## config.mk

```make
export PLATFORM = sky130hd
export DESIGN_NAME = slot_index_encoder
export DESIGN_NICKNAME = d
export VERILOG_FILES = /design/src/rtl/slot_index_encoder.sv
export SDC_FILE = /design/constraint.sdc
export NUM_CORES = 1
export LEC_CHECK = 0
export ABC_AREA = 1
export BUFFER_PORTS_ARGS = -buffer_cell sky130_fd_sc_hd__buf_4
export CORE_MARGIN = 2
export CORE_UTILIZATION = 36
export CTS_CLUSTER_SIZE = 12
export DETAILED_ROUTE_END_ITERATION = 16
export GPL_TIMING_DRIVEN = 0
export PLACE_DENSITY = 0.84
export SLEW_MARGIN = 20
export SYNTH_ARGS = -nofsm -noshare
export SYNTH_HDL_FRONTEND = slang
export SYNTH_SLANG_ARGS = --single-unit
```

## constraint.sdc

```tcl
create_clock -name clk_i -period 0.86 [get_ports clk_i]
set_clock_uncertainty 0.1 [all_clocks]
set_input_delay 0.172 -clock clk_i [delete_from_list [all_inputs] [get_ports clk_i]]
set_output_delay 0.172 -clock clk_i [all_outputs]
set_load 0.02 [all_outputs]
```

## src/rtl/slot_index_encoder.sv

```systemverilog
// rtl/slot_index_encoder.sv - first-free-slot zero counter and one-hot index encoder
// Combinational results for same-cycle table updates plus sampled registered copies.
module slot_index_encoder #(
    parameter  int WIDTH = 8,
    parameter  int MODE  = 0,
    localparam int IDX_W = (WIDTH == 1) ? 1 : $clog2(WIDTH)
) (
    input  logic             clk_i,
    input  logic             rst_i,
    input  logic [WIDTH-1:0] free_vec_i,
    input  logic [WIDTH-1:0] match_vec_i,
    input  logic             sample_i,
    output logic [IDX_W-1:0] free_idx_o,
    output logic             free_empty_o,
    output logic [IDX_W-1:0] match_idx_o,
    output logic             match_any_o,
    output logic             match_multi_o,
    output logic [IDX_W-1:0] free_idx_q_o,
    output logic             free_empty_q_o,
    output logic [IDX_W-1:0] match_idx_q_o,
    output logic             match_any_q_o,
    output logic             match_multi_q_o
);

    logic [IDX_W-1:0] free_idx;
    logic             free_empty;
    logic [IDX_W-1:0] match_idx;
    logic             match_any;
    logic             match_multi;

    logic [IDX_W-1:0] free_idx_d,    free_idx_q;
    logic             free_empty_d,  free_empty_q;
    logic [IDX_W-1:0] match_idx_d,   match_idx_q;
    logic             match_any_d,   match_any_q;
    logic             match_multi_d, match_multi_q;

    // The loop direction makes the last hit win: lowest set bit for MODE 0,
    // highest set bit (reported as zeros above it) for MODE 1.
    always_comb begin
        free_idx   = '0;
        free_empty = 1'b1;
        if (MODE == 0) begin
            for (int i = WIDTH - 1; i >= 0; i--) begin
                if (free_vec_i[i]) begin
                    free_idx   = IDX_W'(i);
                    free_empty = 1'b0;
                end
            end
        end else begin
            for (int i = 0; i < WIDTH; i++) begin
                if (free_vec_i[i]) begin
                    free_idx   = IDX_W'(WIDTH - 1 - i);
                    free_empty = 1'b0;
                end
            end
        end
    end

    // OR-of-indices encoder; multi-hot flags a second set bit after the first.
    always_comb begin
        match_idx   = '0;
        match_any   = 1'b0;
        match_multi = 1'b0;
        for (int i = 0; i < WIDTH; i++) begin
            if (match_vec_i[i]) begin
                match_multi = match_multi | match_any;
                match_any   = 1'b1;
                match_idx   = match_idx | IDX_W'(i);
            end
        end
    end

    always_comb begin
        free_idx_d    = free_idx_q;
        free_empty_d  = free_empty_q;
        match_idx_d   = match_idx_q;
        match_any_d   = match_any_q;
        match_multi_d = match_multi_q;
        if (sample_i) begin
            free_idx_d    = free_idx;
            free_empty_d  = free_empty;
            match_idx_d   = match_idx;
            match_any_d   = match_any;
            match_multi_d = match_multi;
        end
    end

    // Reset leaves free_empty set so an idle status register reads "no free slot".
    always_ff @(posedge clk_i) begin
        if (rst_i) begin
            free_idx_q    <= '0;
            free_empty_q  <= 1'b1;
            match_idx_q   <= '0;
            match_any_q   <= 1'b0;
            match_multi_q <= 1'b0;
        end else begin
            free_idx_q    <= free_idx_d;
            free_empty_q  <= free_empty_d;
            match_idx_q   <= match_idx_d;
            match_any_q   <= match_any_d;
            match_multi_q <= match_multi_d;
        end
    end

    assign free_idx_o      = free_idx;
    assign free_empty_o    = free_empty;
    assign match_idx_o     = match_idx;
    assign match_any_o     = match_any;
    assign match_multi_o   = match_multi;
    assign free_idx_q_o    = free_idx_q;
    assign free_empty_q_o  = free_empty_q;
    assign match_idx_q_o   = match_idx_q;
    assign match_any_q_o   = match_any_q;
    assign match_multi_q_o = match_multi_q;

endmodule

```

==> results.cfg <==
[logic_synthesis]
synthAdderAreaFrac = 0
synth_edf_count = 0
synth_compound_area_frac = 0.1280
synth_top_family_by_area = simple AND/OR/NAND/NOR gates
synth_nets = 112
ys.flop_type = dfxtp_1
synth.avg_cell_area_um2 = 6.095
synthArstFlopShare = 0
synthXorXnorAreaFrac = 0
synth_cell_types = 17
synth-seq-area-share = 0.3179
yosysWarnings = 0
netlist_area_um2 = 566.8
synthSimpleGateAreaFrac = 0.4018
ys_seq_elements = 9
synth_cells = 93
yosys-mux-area-fraction = 0

[layout]
seqCellArea_um2 = 191.4
num-fill-cells = 79
final_nets = 167
syn_to_final_growth_pct = 128.0
final_common_cell = buf_6
antenna_cells = 0
layout_common_cells = buf_6, nand2_1, buf_4, inv_1, dfxtp_2
multiInputGateArea_um2 = 436.7
final_util = 0.8681
drive_above_1_share = 0.6803

[run_status]
status = finished with violations
violations = negative setup slack

[pwr]
cellLeakagePower_nw = 0.6305
power.density_nw_per_um2 = 1030
seqPwrFrac = 0.358
swShare = 0.3317
p_clk_frac = 0.250
power.total_mw = 1.331
ir_drop_v = 0.0009556
p_switching_uw = 441.5
intPower_uw = 889.6
combPwrFrac = 0.393

[cts]
h-tree-depth = 1
numCtsBuffers = 3
cts_tree = done
clk_latency_ps = 270
numClockSinks = 9
clock_path_buffers = 2
root_buffer = clkbuf_4
hold_buffers = 0
clkTransAtPathRegs_ps = 60

[critical_path]
endpoint_kind = output port
crit_required_ps = 590
crit_type = in -> out
crit_fanout = 5
cp.arrival_ps = 960
cp-start-kind = input port

[timing]
setup_tns_ps = -3839
fin_crit_sh = 1.434
finalCriticalPeriod_ps = 1233
hold-worst-slack_ps = 43.01
tightest_slew_ps = 266.1
fmax_mhz = 810.9
rsz0062_at_grt = yes
hold_violations = 0
drv_slew = 0
setup_slack_ps = -373.2
setup_viol = 23
maxSlewHeadroom = 0.8218

[global_routing]
grt_first_pass_wirelength_um = 3215
grt_overflow = 0
grt_usage = 0.2299
grt_max_degree = 11
grt_pass1_vias = 802
grt_antenna_before_repair = 0

[worst_hold_path]
hp-class = in -> reg

[placed_design]
io_buffers = 36
place_congestion = 0.7520
place.detailed.hpwl_um = 1291

[die]
dieArea_um2 = 1908
rows = 14
io_pins = 37
die_w_um = 43.68
start_util = 0.3807
fp.dieH_um = 43.68
core_area_um2 = 1489

[drt]
routedWlPerCell_um = 14.93
first_pass_iters = 4
drcViolationCount = 0
drtIter0Drc = 30
ant_nets = 0
vias = 867
viasPerCell = 5.319
routed_wl_um = 2433

[job]
cap_violations = 0
[cell usage after synthesis, types with 2 or more instances]
master,number,area share
nand2_2,2,0.022
o21ai_0,7,0.062
a21oi_1,5,0.044
dfxtp_1,9,0.32
nand3_1,5,0.044
nand4_1,2,0.022
inv_1,20,0.13
nand2_1,22,0.15
nor2_1,11,0.073
nor3_1,3,0.026
[logic make-up (layout without fill, tap and decap cells)]
| kind of cell | count (synthesis) | in the layout |
|---|---|---|
| AND/OR/NAND/NOR | 49 | 49 |
| buffers and inverters | 21 | 75 |
| flip-flops | 9 | 9 |
| AO/OA/AOI/OAI | 14 | 14 |
[cell type report]
class                      instances  share of cell area
tap                               16             0.01549
sequential                         9              0.1481
timing repair buffer              50              0.4037
buffer                             1            0.008712
inverter                          20             0.06583
multi-input combinational         63              0.3379
clock buffer                       4             0.02033
[path summary, 6_finish.rpt]
path | slack, ps | to | start | cells past startpoint
min | 40 | free_empty_q_o | rst_i | 3
max reg2reg | -60 | match_idx_q_o[1] | match_idx_q_o[1] | 4
max | -370 | match_multi_o | match_vec_i[3] | 8
min reg2reg | 450 | free_empty_q_o | free_empty_q_o | 3
[metrics by stage]
step	cells	cell area, µm²	worst slack, ps
after detailed placement	145	913.4	-349.7
after CTS	164	1204	-316.9
final	163	1292	-373.2
after global placement	145	913.4	-350.2
after global routing	163	1292	-407.7
after floorplan	93	623.1	-96.27
[registers in the layout, summed over array words and instances (netlist names)]
register	flops
free_idx_q_o	3
free_empty_q_o	1
match_idx_q_o	3
match_multi_q_o	1
match_any_q_o	1
[per-layer routing]
layer / routed length (µm) / GRT usage
met5: 0 / 0
met1: 769 / 0.2359
met3: 247 / 0.06667
met2: 1337 / 0.4176
met4: 78 / 0.1152
[power by group through the flow]
stage	registers [mW]	clock network, mW	logic, mW
2_1_floorplan	0.506	0	0.143
3_3_place_gp	0.470	0	0.350
3_5_place_dp	0.471	0	0.361
4_1_cts	0.473	0.329	0.452
5_1_grt	0.478	0.372	0.555
6_report	0.476	0.332	0.523
[worst max-delay path: stages]
cell     delay [ps]
buf_8           100
nor2_4          150
nand3_1          90
nand2_1          90
nand2_1          70
nand2_2          80
nand3_2          70
buf_6           130
[repair_timing]
| action | 4_1_cts | 5_1_grt |
|---|---|---|
| buffers inserted | 15 | 6 |
| pin swaps | 14 | 14 |
| setup endpoints to repair | 19 | 24 |
| resized for setup | 48 | 27 |
Power figures use the tool's default switching activity.
